### config.mk
export PLATFORM = sky130hd
export DESIGN_NAME = mem_arbiter
export DESIGN_NICKNAME = d
export VERILOG_FILES = /design/src/rtl/mem_arbiter_pkg.sv /design/src/rtl/mem_extend.sv /design/src/rtl/mem_arbiter.sv
export SDC_FILE = /design/constraint.sdc
export NUM_CORES = 1
export LEC_CHECK = 0
export BUFFER_PORTS_ARGS = -buffer_cell sky130_fd_sc_hd__clkbuf_2
export CORE_ASPECT_RATIO = 0.75
export CORE_MARGIN = 4
export CORE_UTILIZATION = 42
export DETAILED_ROUTE_END_ITERATION = 6
export GPL_TIMING_DRIVEN = 0
export HOLD_SLACK_MARGIN = 0.08
export PLACE_DENSITY = 0.63
export SLEW_MARGIN = 20
export SYNTH_ARGS = -nofsm -noshare
export SYNTH_HDL_FRONTEND = slang
export SYNTH_SLANG_ARGS = --single-unit
export TNS_END_PERCENT = 20
### constraint.sdc
create_clock -name clk -period 7.92 [get_ports clk]
set_input_delay 1.584 -clock clk [delete_from_list [all_inputs] [get_ports clk]]
set_output_delay 1.584 -clock clk [all_outputs]
set_load 0.005 [all_outputs]
### src/rtl/mem_arbiter_pkg.sv
// Shared definitions for the byte-wide memory port controller:
// size encodings, FSM states, IO window defaults and requester IDs.
package mem_arbiter_pkg;

    localparam logic [1:0] SZ_BYTE = 2'd0;
    localparam logic [1:0] SZ_HALF = 2'd1;
    localparam logic [1:0] SZ_WORD = 2'd2;

    localparam logic [31:0] IO_BASE_DEFAULT = 32'h0003_0000;
    localparam logic [31:0] IO_MASK_DEFAULT = 32'hFFFF_0000;

    localparam logic REQ_IF  = 1'b0;
    localparam logic REQ_LSB = 1'b1;

    typedef enum logic [1:0] {
        S_IDLE,
        S_READ,
        S_WRITE
    } state_t;

    function automatic logic [2:0] size_bytes(input logic [1:0] size);
        case (size)
            SZ_BYTE: return 3'd1;
            SZ_HALF: return 3'd2;
            default: return 3'd4;
        endcase
    endfunction

endpackage

### src/rtl/mem_extend.sv
// Combinational sign/zero extension of an assembled byte or half-word load.
module mem_extend
    import mem_arbiter_pkg::*;
(
    input  logic [31:0] raw,
    input  logic [1:0]  size,
    input  logic        sign,
    output logic [31:0] result
);

    always_comb begin
        result = raw;
        case (size)
            SZ_BYTE: result = {{24{sign & raw[7]}}, raw[7:0]};
            SZ_HALF: result = {{16{sign & raw[15]}}, raw[15:0]};
            default: result = raw;
        endcase
    end

endmodule

### src/rtl/mem_arbiter.sv
// Round-robin arbiter between instruction fetch and the load/store buffer,
// sequencing multi-byte accesses over a single byte-wide RAM/IO port.
module mem_arbiter
    import mem_arbiter_pkg::*;
#(
    parameter logic [31:0] IO_BASE = IO_BASE_DEFAULT,
    parameter logic [31:0] IO_MASK = IO_MASK_DEFAULT
) (
    input  logic        clk,
    input  logic        rst,
    input  logic        rdy,
    input  logic        rob_clear,
    input  logic        if_req,
    input  logic [31:0] if_addr,
    output logic        if_done,
    output logic [31:0] if_instr,
    input  logic        lsb_req,
    input  logic        lsb_store,
    input  logic [1:0]  lsb_size,
    input  logic        lsb_signed,
    input  logic [31:0] lsb_addr,
    input  logic [31:0] lsb_wdata,
    output logic        lsb_done,
    output logic [31:0] lsb_rdata,
    output logic        idle,
    input  logic [7:0]  mem_din,
    input  logic        io_buffer_full,
    output logic [7:0]  mem_dout,
    output logic [31:0] mem_a,
    output logic        mem_wr
);

    state_t      state, state_n;
    logic        last_grant, last_grant_n, owner, owner_n;
    logic [31:0] addr, addr_n, wdata, wdata_n, data, data_n;
    logic [1:0]  size_q, size_n;
    logic [2:0]  nbytes, nbytes_n, cnt, cnt_n, cnt_inc;
    logic        is_signed, signed_n;
    logic        if_done_n, lsb_done_n, mem_wr_n;
    logic [31:0] if_instr_n, lsb_rdata_n, mem_a_n;
    logic [7:0]  mem_dout_n;

    logic        grant_lsb, acc_store, acc_signed;
    logic [31:0] acc_addr, acc_wdata, wr_addr;
    logic [1:0]  acc_size, byte_idx;
    logic [31:0] assembled, extended;

    function automatic logic is_io(input logic [31:0] a);
        return (a & IO_MASK) == IO_BASE;
    endfunction

    assign idle       = (state == S_IDLE) && !if_done && !lsb_done;
    assign cnt_inc    = cnt + 3'd1;
    assign byte_idx   = 2'(cnt - 3'd1);
    assign wr_addr    = addr + {29'd0, cnt};

    assign grant_lsb  = lsb_req && (!if_req || last_grant == REQ_IF);
    assign acc_addr   = grant_lsb ? lsb_addr : if_addr;
    assign acc_size   = grant_lsb ? lsb_size : SZ_WORD;
    assign acc_store  = grant_lsb && lsb_store;
    assign acc_signed = grant_lsb && lsb_signed;
    assign acc_wdata  = grant_lsb ? lsb_wdata : '0;

    // The last byte merges straight from mem_din so data and done share an edge.
    always_comb begin
        assembled = data;
        assembled[{byte_idx, 3'b000} +: 8] = mem_din;
    end

    mem_extend u_extend (
        .raw   (assembled),
        .size  (size_q),
        .sign  (is_signed),
        .result(extended)
    );

    always_comb begin
        state_n      = state;
        last_grant_n = last_grant;
        owner_n      = owner;
        addr_n       = addr;
        wdata_n      = wdata;
        data_n       = data;
        size_n       = size_q;
        nbytes_n     = nbytes;
        cnt_n        = cnt;
        signed_n     = is_signed;
        if_done_n    = 1'b0;
        lsb_done_n   = 1'b0;
        if_instr_n   = if_instr;
        lsb_rdata_n  = lsb_rdata;
        mem_a_n      = mem_a;
        mem_dout_n   = mem_dout;
        mem_wr_n     = mem_wr;

        case (state)
            S_IDLE: begin
                mem_a_n    = '0;
                mem_dout_n = '0;
                mem_wr_n   = 1'b0;
                if (idle && !rob_clear && (if_req || lsb_req)) begin
                    last_grant_n = grant_lsb ? REQ_LSB : REQ_IF;
                    owner_n      = grant_lsb ? REQ_LSB : REQ_IF;
                    addr_n       = acc_addr;
                    size_n       = acc_size;
                    nbytes_n     = size_bytes(acc_size);
                    signed_n     = acc_signed;
                    wdata_n      = acc_wdata;
                    data_n       = '0;
                    cnt_n        = '0;
                    if (acc_store) begin
                        state_n = S_WRITE;
                        if (!(is_io(acc_addr) && io_buffer_full)) begin
                            mem_a_n    = acc_addr;
                            mem_dout_n = acc_wdata[7:0];
                            mem_wr_n   = 1'b1;
                            cnt_n      = 3'd1;
                        end
                    end else begin
                        state_n = S_READ;
                        mem_a_n = acc_addr;
                    end
                end
            end
            S_READ: begin
                if (rob_clear) begin
                    state_n  = S_IDLE;
                    mem_a_n  = '0;
                    mem_wr_n = 1'b0;
                end else begin
                    cnt_n = cnt_inc;
                    if (cnt_inc < nbytes) mem_a_n = addr + {29'd0, cnt_inc};
                    if (cnt != 3'd0) data_n = assembled;
                    if (cnt == nbytes) begin
                        state_n = S_IDLE;
                        mem_a_n = '0;
                        if (owner == REQ_IF) begin
                            if_done_n  = 1'b1;
                            if_instr_n = assembled;
                        end else begin
                            lsb_done_n  = 1'b1;
                            lsb_rdata_n = extended;
                        end
                    end
                end
            end
            S_WRITE: begin
                if (cnt == nbytes) begin
                    state_n    = S_IDLE;
                    lsb_done_n = 1'b1;
                    mem_wr_n   = 1'b0;
                    mem_a_n    = '0;
                    mem_dout_n = '0;
                end else if (is_io(wr_addr) && io_buffer_full) begin
                    mem_wr_n = 1'b0;
                end else begin
                    mem_a_n    = wr_addr;
                    mem_dout_n = wdata[{cnt[1:0], 3'b000} +: 8];
                    mem_wr_n   = 1'b1;
                    cnt_n      = cnt_inc;
                end
            end
            default: state_n = S_IDLE;
        endcase
    end

    always_ff @(posedge clk) begin
        if (rst) begin
            state      <= S_IDLE;
            last_grant <= REQ_IF;
            owner      <= REQ_IF;
            addr       <= '0;
            wdata      <= '0;
            data       <= '0;
            size_q     <= '0;
            nbytes     <= '0;
            cnt        <= '0;
            is_signed  <= 1'b0;
            if_done    <= 1'b0;
            lsb_done   <= 1'b0;
            if_instr   <= '0;
            lsb_rdata  <= '0;
            mem_a      <= '0;
            mem_dout   <= '0;
            mem_wr     <= 1'b0;
        end else if (rdy) begin
            state      <= state_n;
            last_grant <= last_grant_n;
            owner      <= owner_n;
            addr       <= addr_n;
            wdata      <= wdata_n;
            data       <= data_n;
            size_q     <= size_n;
            nbytes     <= nbytes_n;
            cnt        <= cnt_n;
            is_signed  <= signed_n;
            if_done    <= if_done_n;
            lsb_done   <= lsb_done_n;
            if_instr   <= if_instr_n;
            lsb_rdata  <= lsb_rdata_n;
            mem_a      <= mem_a_n;
            mem_dout   <= mem_dout_n;
            mem_wr     <= mem_wr_n;
        end
    end

endmodule

# == After elaboration in Yosys (flattened, before gate mapping) ==
# Index checks and enable logic that the tools add are counted.
# totals
register_bits,215
in_bits,115
out_inout_bits,108
# op_classes
add_sub_neg,5
magnitude_cmp,1
n_eq_ne,15
shift,3
mux,54
bitwise,4
n_reduce_logical,31
# ops
cell,count
2-to-1 mux 32 bit,13
case mux 32 bit (2 select lines),2
case mux 32 bit (3 select lines),1
adder 32 x 3 -> 32 bit,2
2-to-1 mux 8 bit,5
bitwise mux 32 bit,1
equality test 16 x 2 -> 1 bit (second input constant),2
variable shift 8 x 7 -> 32 bit (first input constant),1
variable part select 32 x 6 -> 8 bit,1
variable part select 8 x 7 -> 32 bit,1
2-to-1 mux 1 bit,17
case mux 8 bit (2 select lines),1
AND reduction 5 bit,3
2-to-1 mux 3 bit,4
2-to-1 mux 2 bit,5
inequality test 2 bit (second input constant),5
logical AND 1 bit,9
case mux 3 bit (3 select lines),1
AND reduction 3 bit,3
negation 5 -> 7 bit,1
equality test 2 x 1 -> 1 bit (second input constant),3
logical NOT 2 bit,3
case mux 2 bit (3 select lines),1
case mux 3 bit (2 select lines),1
19 further kinds,27

# == Longest topological paths before layout ==
# Gate-level depths: netlist of the first run.
# logic_depth
depth_word,10
depth_mapped,14
ltp_nobuf,12

# == Hierarchy ==
# From an unflattened synthesis of the first run, not the netlist that was laid out.
# hier_totals
cells_unflattened,1542
hier_area_um2,11910.2
# by_module_without_submodules
mod,instances,cells_per_inst,area_per_inst_um2
mem_arbiter,1,1476,11524.8
mem_extend,1,66,385.4

# == Worst setup path after synthesis of the first run ==
# OpenSTA, ideal clock, no wires.
# synth_timing
path_type,register to register
from,register cnt[1]
to,register mem_a[13]
arrival_time_ns,3.507
t_required_ns,7.798
path_slack_ns,4.291
stages_incl_launch_ff,13
cell_sequence,dfxtp_1 clkbuf_1 inv_1 fa_1 nor2b_1 o2111ai_2 or3_2 o21ai_0 nand4_2 or3_4 buf_6 a21o_1 o311a_1
# synth_via
elab_chain_cells,6
# synth_rtl
item,line,rtl
from (decl),mem_arbiter.sv:37,"logic [2:0] nbytes, nbytes_n, cnt, cnt_n, cnt_inc;"
from (signal assigned),mem_arbiter.sv:195,cnt <= cnt_n;
adder 3 x 1 -> 3 bit,mem_arbiter.sv:53,assign cnt_inc = cnt + 3'd1;
adder 32 x 3 -> 32 bit,mem_arbiter.sv:132,"if (cnt_inc < nbytes) mem_a_n = addr + {29'd0, cnt_inc};"
2-to-1 mux 32 bit,mem_arbiter.sv:132,
2-to-1 mux 32 bit,mem_arbiter.sv:134,if (cnt == nbytes) begin
2-to-1 mux 32 bit,mem_arbiter.sv:126,if (rob_clear) begin
case mux 32 bit (3 select lines),mem_arbiter.sv:96,case (state)
to (signal assigned),mem_arbiter.sv:201,mem_a <= mem_a_n;
to (decl),mem_arbiter.sv:29,"output logic [31:0] mem_a,"
# Several ways; a longest one is shown, not always the timed one. The select of a mux whose other input is x is not followed.
# A chain may end at the register's enable or synchronous reset.

# == Final worst setup path of the first run ==
# layout_timing
from,register cnt[1]
to,register mem_dout[1]
# layout_via
elab_chain_cells,5
# layout_rtl
item,line,rtl
adder 32 x 3 -> 32 bit,mem_arbiter.sv:55,"assign wr_addr = addr + {29'd0, cnt};"
equality test 16 x 2 -> 1 bit,mem_arbiter.sv:49,return (a & IO_MASK) == IO_BASE;
logical AND 1 bit,mem_arbiter.sv:154,end else if (is_io(wr_addr) && io_buffer_full) begin
inequality test 3 bit (no source line),-,
AND reduction 3 bit (no source line),-,
to (signal assigned),mem_arbiter.sv:202,mem_dout <= mem_dout_n;
to (decl),mem_arbiter.sv:28,"output logic [7:0] mem_dout,"
# Several ways; a longest one is shown, not always the timed one. The select of a mux whose other input is x is not followed.

==> impl_metrics.json, run 1 <==
{
  "outcome": "finished clean",
  "critical_path.startpoint_type": "register",
  "synth_edf_count": 0,
  "min_period_over_period": 0.644,
  "ys_seq_area_frac": 0.376,
  "synthesis.area_mm2": 0.0114,
  "cts-root-buf": "clkbuf_16",
  "cts_tree": "done",
  "grt_max_degree": 15,
  "insertion_delay_ps": 530,
  "r2r-start": "cnt[1]",
  "antenna_left": 0,
  "firstDrtPassIters": 5,
  "start_util": 0.432,
  "stdcell_area_mm2": 0.0138,
  "netlist_instances": 1434,
  "synthArstFlopShare": 0,
  "required_ps": 8290,
  "power_density_mw_per_mm2": 195,
  "p_clk_frac": 0.440,
  "htree_levels": 1,
  "globalplace.congestion": 1.01,
  "slowest_stage": "clkbuf_1",
  "track_usage": 0.299,
  "num_io_pins": 223,
  "cp_top_family": "simple AND/OR/NAND/NOR gates",
  "arrival_ps": 5480,
  "finalSetupViolCount": 0,
  "wirelength_um": 46700,
  "clkTransAtPathRegs_ps": 70,
  "rsz0062_at_grt": "false",
  "path_buf_inv": 3,
  "r2r_end": "mem_dout[1]",
  "crit_top_cell": "clkbuf_1",
  "grt_pass1_wl_um": 68600,
  "chipWidth_um": 198,
  "hold_path_end": "data[6]",
  "layout_commonest_cell": "clkbuf_2",
  "synth.avg_cell_area_um2": 7.94,
  "r2r_slack_ps": 2820,
  "antenna_found_initial": 0,
  "clockBufferDepth": 3,
  "ys.flop_type": "dfxtp_1",
  "synth_seq_cells": 214,
  "drtIter0Drc": 1300,
  "fin_worst_hold_slack_ps": 450,
  "hold_depth": 2,
  "drv_slew": 0,
  "drv_cap": 0,
  "place_area_mm2": 0.0130,
  "core_mm2": 0.0264,
  "postCtsResizedCells": 0,
  "cp.depth": 12,
  "endpoint_kind": "register",
  "dieArea_mm2": 0.0298,
  "p_sw_mw": 0.750,
  "pre_cts_slack_ps": 2910,
  "setup_ws_ps": 2820,
  "ys.warnings.count": 0,
  "wl_per_cell_um": 22.8,
  "max_freq_ghz": 0.196,
  "p_seq_frac": 0.419,
  "area_growth_pct": 21.3,
  "clock-sinks": 214,
  "worstPathMaxFanout": 10,
  "min_period_ps": 5100,
  "min_path_type": "register to register",
  "drive_above_1_share": 0.195,
  "nets": 1819,
  "hpwl_um": 36200,
  "worstHoldStart": "data[6]",
  "fin_tns_setup_ps": 0,
  "fin_skew_ps": 23.2,
  "power.leakage_nw": 5.29,
  "synth_nets": 1570,
  "final-hold-violation-count": 0,
  "row_count": 51,
  "ir_drop_v": 0.000158,
  "cts_setup_buffers": 0,
  "cts_buffers": 23,
  "antenna_cells": 0,
  "hold_buffers": 0,
  "num_vias": 12100,
  "viasPerCell": 5.92,
  "placed_cells": 2002,
  "slowest_delay_ps": 600,
  "overflow": 0,
  "p_sw_frac": 0.278,
  "reg2reg_depth": 12,
  "tightest_slew_ps": 1200,
  "grt_pass1_vias": 11100,
  "fp.dieH_um": 151,
  "path_cells": "clkbuf_1 > inv_1 > fa_1 > nor2b_1 > o2111ai_2 > or3_2 > o21ai_0 > nand4_2 > nor3_4 > clkbuf_1 > or3_1 > a21oi_1",
  "crit_type": "register to register",
  "remaining_drc_errors": 0,
  "max_slew_margin": 0.195,
  "p_int_mw": 1.94,
  "final-instance-count-excl-fill": 2044,
  "final_cell_mix": "clkbuf_2 (226), dfxtp_1 (214), a21oi_1 (172), nand2_1 (143), nor2_1 (138)",
  "synth_cell_types": 88,
  "comb_power_share": 0.142,
  "portBuffers": 222
}
worst max-delay path by stage:
stage	from	end	slack [ps]
floorplan	cnt[1]	mem_a[13]	4290
global placement	lsb_addr[26]	mem_a[5]	2870
detailed placement	if_req	mem_a[5]	2910
CTS	cnt[1]	mem_dout[7]	2950
global route	cnt[1]	mem_a[27]	2660
finish	cnt[1]	mem_dout[1]	2820
cell type report:
| cell class | instances | area [um2] |
|---|---|---|
| Sequential cell | 214 | 4280 |
| Clock inverter | 11 | 169 |
| Multi-Input combinational cell | 1044 | 6360 |
| Fill cell | 2659 | 12500 |
| Timing Repair Buffer | 224 | 1120 |
| Inverter | 53 | 199 |
| Clock buffer | 31 | 656 |
| Buffer | 123 | 592 |
| Tap cell | 344 | 430 |
through the flow:
| stage | util | power (mW) |
|---|---|---|
| 2_1_floorplan | - | 1.36 |
| 3_3_place_gp | 0.491 | 1.51 |
| 3_5_place_dp | 0.493 | 1.52 |
| 4_1_cts | 0.524 | 2.69 |
| 5_1_grt | 0.524 | 2.77 |
| 6_report | 0.524 | 2.69 |
Yosys cell counts (7+ instances only):
cell      count  area (um2)
nand2_1     143         537
buf_6        10         113
inv_1        53         199
or3_1        34         213
nand3_1      80         400
o31ai_1       7        52.6
o22a_1        8        70.1
dfxtp_1     214        4280
nor2_1      138         518
o21ai_0     100         500
nand4_1      17         106
o22ai_1      11        68.8
a21oi_1     172         861
a21o_1       11        82.6
mux4_2        8         180
mux2i_1      57         571
nor4_1       10        62.6
nor3_1       31         155
buf_2         8        40.0
nor2b_1      11        68.8
o32ai_1       9        78.8
clkbuf_1     89         334
a211oi_1     51         383
ha_1         19         238
xor2_1       12         105
kinds of logic after synthesis:
| logic type | after synthesis | synth area share |
|---|---|---|
| flops | 214 | 0.376 |
| compound gates | 441 | 0.242 |
| buf+inv | 176 | 0.0694 |
| simple gates | 501 | 0.210 |
| fa+ha+maj | 21 | 0.0244 |
| mux | 65 | 0.0659 |
| xor+xnor | 16 | 0.0123 |
registers in the layout, indices dropped and copies added (netlist names), 2 cells and up:
name and cells:
wdata 32, mem_a 32, addr 32, cnt 3, mem_dout 8, nbytes 2
if_instr 32, lsb_rdata 32, data 32, size_q 2, state 2
metal layers:
layer  share of wire  track usage  vias to the layer above
met5               0            0                        -
met4           0.017       0.0502                        0
met3            0.11       0.0848                       48
met2            0.39        0.405                      556
met1            0.48        0.470                     5807
li1                -            -                     5680
power groups by stage:
stage / combinational [mW] / clock (mW) / sequential [mW]
final: 0.381 / 1.18 / 1.13
after global routing: 0.407 / 1.24 / 1.13
after CTS: 0.370 / 1.20 / 1.13
after detailed placement: 0.369 / 0 / 1.15
after global placement: 0.364 / 0 / 1.15
after floorplan: 0.212 / 0 / 1.15
worst reg2reg max path: cells and delay by family, from the launching register on:
| family | cells | cell delay (ps) |
|---|---|---|
| compound gates | 3 | 800 |
| fa+ha+maj | 1 | 490 |
| buf+inv | 3 | 1420 |
| flops | 1 | 470 |
| simple gates | 5 | 1790 |
Note: power is estimated with default switching activity, not from simulation.
==> inputs of run 2 (changes only) <==
PLACE_DENSITY = 0.66   (was 0.63)
clock period = 4.55 ns   (was 7.92 ns; I/O delays follow)
==> impl_metrics.json, run 2 (same netlist as run 1, synthesis figures left out) <==
{
  "finalPower_mw": 4.63,
  "num_vias": 12100,
  "nets": 1821,
  "viasPerCell": 5.92,
  "overflow": 0,
  "drv_slew": 0,
  "finalSetupViolCount": 0,
  "outcome": "finished clean",
  "endpoint_kind": "register",
  "antenna_found_initial": 2,
  "fp.dieH_um": 151,
  "grt_pass1_wl_um": 69700,
  "ir_drop_v": 0.000251,
  "cts-root-buf": "clkbuf_16",
  "hpwl_um": 36300,
  "cts_buffers": 24,
  "chipWidth_um": 198,
  "remaining_drc_errors": 0,
  "max_slew_margin": 0.315,
  "drtIter0Drc": 1152,
  "drive_above_1_share": 0.198,
  "min_period_over_period": 0.949,
  "antenna_left": 0,
  "arrival_ps": 4770,
  "layout_commonest_cell": "clkbuf_2",
  "clockBufferDepth": 3,
  "power_density_mw_per_mm2": 335,
  "dieArea_mm2": 0.0298,
  "place_area_mm2": 0.0130,
  "critical_path.startpoint_type": "register",
  "setup_ws_ps": 233,
  "row_count": 51,
  "start_util": 0.432,
  "power.leakage_nw": 5.30,
  "tightest_slew_ps": 1030,
  "num_io_pins": 223,
  "grt_max_degree": 14,
  "insertion_delay_ps": 530,
  "required_ps": 5000,
  "clkTransAtPathRegs_ps": 60,
  "clock-sinks": 214,
  "area_growth_pct": 21.4,
  "max_freq_ghz": 0.232,
  "pre_cts_slack_ps": -242,
  "worstPathMaxFanout": 10,
  "grt_pass1_vias": 11200,
  "htree_levels": 1,
  "cts_tree": "done",
  "wirelength_um": 46700,
  "drv_cap": 0,
  "firstDrtPassIters": 6,
  "globalplace.congestion": 1.04,
  "rsz0062_at_grt": "false",
  "cts_setup_buffers": 0,
  "portBuffers": 222,
  "track_usage": 0.302,
  "wl_per_cell_um": 22.8,
  "final_cell_mix": "clkbuf_2 (227), dfxtp_1 (214), a21oi_1 (172), nand2_1 (143), nor2_1 (138)",
  "fin_worst_hold_slack_ps": 449,
  "min_period_ps": 4320,
  "final-hold-violation-count": 0,
  "min_path_type": "register to register",
  "fin_skew_ps": 26.4,
  "core_mm2": 0.0264,
  "stdcell_area_mm2": 0.0138,
  "crit_type": "register to register"
}
## run 2: cell types whose count changed in the layout (fill, tap and decap cells not counted)
cell | before | now
clkbuf_1 | 92 | 88
clkinv_2 | 3 | 6
bufinv_16 | 4 | 2
clkbuf_16 | 23 | 25
clkinv_4 | 2 | 0
buf_2 | 9 | 10
clkbuf_2 | 226 | 227
clkbuf_4 | 0 | 1
diode_2 | 0 | 1
nor2b_1 | 11 | 10
nor2b_2 | 0 | 1
o32ai_1 | 9 | 8
o32ai_2 | 0 | 1
## run 2: metal layers
layer  track usage  vias up  part of all wire
met5             0        -           0.00054
met4        0.0606        4             0.022
met3        0.0897       68              0.12
met2         0.409      591              0.39
met1         0.468     5776              0.47
li1              -     5666                 -
## run 2: layout make-up
cell class / count / area (um2)
Clock buffer: 31 / 698
Antenna cell: 1 / 2.50
Multi-Input combinational cell: 1044 / 6370
Timing Repair Buffer: 225 / 1130
Clock inverter: 10 / 106
Sequential cell: 214 / 4280
Buffer: 123 / 597
Fill cell: 2599 / 12500
Inverter: 53 / 199
Tap cell: 344 / 430
## run 2: through the flow
step / std cells / TNS [ps] / utilization
detailed placement: 2003 / -4060 / 0.493
finish: 2045 / 0 / 0.524
floorplan: 1434 / 0 / -
global placement: 2000 / -2670 / 0.491
CTS: 2044 / 0 / 0.523
global route: 2044 / 0 / 0.524
## run 2: report_power, final
part           internal, mW  switching (mW)  leakage, nW
Clock                  1.19           0.812        0.402
Combinational         0.216           0.444         3.16
Sequential             1.93          0.0412         1.73
## run 2: timing repair
action                                  CTS  global route
pin swaps                                 0             0
gates resized for setup                   1             7
endpoints found under the setup margin   24            25
hold buffers                              0             0
cloned                                    0             0
## run 2: critical path, cell delays in order (launching register included)
cell	delay (ps)
dfxtp_1	470
clkbuf_4	310
inv_1	140
ha_1	480
inv_1	160
fa_1	460
nor2b_1	290
o2111ai_1	220
or2_2	320
clkbuf_1	260
o221a_2	310
o32ai_2	470
nand3_1	190
a21oi_1	170
## run 2: worst paths after layout
kind	from	end	slack [ps]	cells after the start
max reg2reg	cnt[1]	mem_a[14]	230	13
max	cnt[1]	mem_a[14]	230	13
min reg2reg	data[3]	data[3]	450	2
min	data[3]	data[3]	450	2
==> inputs of run 3 (changes only) <==
PLACE_DENSITY = 0.63   (was 0.66)
clock period = 4.9 ns   (was 4.55 ns; I/O delays follow)
==> impl_metrics.json, run 3 (same netlist as run 1, synthesis figures left out) <==
{
  "globalplace.congestion": 1.01,
  "num_vias": 12100,
  "slowest_stage": "or3_2",
  "grt_max_degree": 15,
  "overflow": 0,
  "row_count": 51,
  "dieArea_mm2": 0.0298,
  "antenna_cells": 0,
  "clkTransAtPathRegs_ps": 70,
  "final-instance-count-excl-fill": 2044,
  "cts_buffers": 23,
  "drv_cap": 0,
  "htree_levels": 1,
  "cts_setup_buffers": 0,
  "max_slew_margin": 0.184,
  "cts-root-buf": "clkbuf_16",
  "chipWidth_um": 198,
  "final-hold-violation-count": 0,
  "p_int_mw": 3.14,
  "crit_type": "register to register",
  "cp_top_family": "simple AND/OR/NAND/NOR gates",
  "min_path_type": "register to register",
  "grt_pass1_vias": 11100,
  "slowest_delay_ps": 480,
  "crit_start": "cnt[1]",
  "drive_above_1_share": 0.196,
  "wl_per_cell_um": 22.8,
  "critical_path.startpoint_type": "register",
  "p_sw_mw": 1.21,
  "clockBufferDepth": 3,
  "nets": 1819,
  "nFillCells": 2661,
  "fin_skew_ps": 22.8,
  "grt_pass1_wl_um": 68600,
  "comb_power_share": 0.141,
  "drv_slew": 0,
  "viasPerCell": 5.91,
  "min_period_over_period": 0.930,
  "rsz0062_at_grt": "false",
  "p_clk_frac": 0.440,
  "required_ps": 5270,
  "cp.depth": 12,
  "insertion_delay_ps": 530,
  "placed_cells": 2002,
  "fp.dieH_um": 151,
  "clock-sinks": 214,
  "worstPathMaxFanout": 10,
  "drtIter0Drc": 1295,
  "crit_top_cell": "clkbuf_2",
  "path_cells": "clkbuf_2 > inv_1 > fa_1 > nor2b_1 > o2111ai_2 > or3_2 > o21ai_0 > nand4_2 > nor3_4 > clkbuf_2 > or3_1 > a21oi_1",
  "setup.worst_path.end": "mem_dout[1]",
  "portBuffers": 222,
  "power_density_mw_per_mm2": 315,
  "hpwl_um": 36200,
  "path_buf_inv": 3,
  "power.leakage_nw": 5.29,
  "track_usage": 0.299,
  "endpoint_kind": "register",
  "layout_commonest_cell": "clkbuf_2",
  "hold_buffers": 0,
  "utilization": 0.524,
  "start_util": 0.432,
  "final_cell_mix": "clkbuf_2 (228), dfxtp_1 (214), a21oi_1 (172), nand2_1 (143), nor2_1 (138)",
  "ir_drop_v": 0.000255,
  "max_freq_ghz": 0.219,
  "r2r_slack_ps": 340,
  "p_seq_frac": 0.419,
  "r2r-start": "cnt[1]",
  "antenna_found_initial": 0,
  "area_growth_pct": 21.4,
  "ff_latch_area_mm2": 0.00428,
  "multiInputGateArea_mm2": 0.00636,
  "reg2reg_depth": 12,
  "r2r_end": "mem_dout[1]",
  "outcome": "finished clean",
  "core_mm2": 0.0264,
  "finalSetupViolCount": 0,
  "cts_tree": "done",
  "num_io_pins": 223,
  "wirelength_um": 46700,
  "tightest_slew_ps": 1210,
  "remaining_drc_errors": 0,
  "worstHoldStart": "data[6]",
  "arrival_ps": 4930,
  "antenna_left": 0,
  "p_sw_frac": 0.278,
  "min_period_ps": 4560,
  "firstDrtPassIters": 6
}
-- run 3: stage by stage --
step	setup WS (ps)	power [mW]	setup TNS, ps	hold slack [ps]	instance area, um2
after floorplan	1270	2.20	0	427	11400
after global placement	-7.88	2.45	-12.3	433	12900
after detailed placement	-39.9	2.46	-259	442	13000
after CTS	237	4.35	0	450	13800
after global routing	203	4.48	0	465	13800
final	342	4.35	0	450	13800
-- run 3: routing by layer --
layer / global-route usage / wire (um) / vias up
met5: 0 / 0 / -
met4: 0.0502 / 790 / 0
met3: 0.0848 / 5060 / 48
met2: 0.405 / 18400 / 565
met1: 0.470 / 22500 / 5782
li1: - / - / 5677
-- run 3: worst min path at each step --
stage	endpoint	slack, ps	cells past startpoint
2_1_floorplan	data[0]	430	2
3_3_place_gp	data[3]	430	2
3_5_place_dp	data[6]	440	2
4_1_cts	data[6]	450	2
5_1_grt	data[5]	460	2
6_report	data[6]	450	2
-- run 3: worst register-to-register path, stage by stage (launching register included) --
cell and delay [ps]:
dfxtp_1 470, clkbuf_2 350, inv_1 200, fa_1 460, nor2b_1 440, o2111ai_2 310
or3_2 480, o21ai_0 420, nand4_2 230, nor3_4 410, clkbuf_2 400, or3_1 190
a21oi_1 70
-- run 3: power groups by stage --
stage                     sequential, mW  clock (mW)  combinational, mW
final                               1.82        1.91              0.616
after global routing                1.83        2.00              0.658
after CTS                           1.82        1.93              0.599
after detailed placement            1.86           0              0.596
after global placement              1.86           0              0.588
after floorplan                     1.85           0              0.343
-- run 3: layout make-up --
cell class	count	share of cell area
Multi-Input combinational cell	1044	0.461
Sequential cell	214	0.310
Timing Repair Buffer	224	0.0813
Clock buffer	31	0.0474
Buffer	123	0.0430
Tap cell	344	0.0311
Inverter	53	0.0144
Clock inverter	11	0.0122
-- run 3: timing repair --
action | 4_1_cts | 5_1_grt
setup endpoints to repair | 10 | 6
gates resized for setup | 1 | 2
gates cloned | 0 | 0
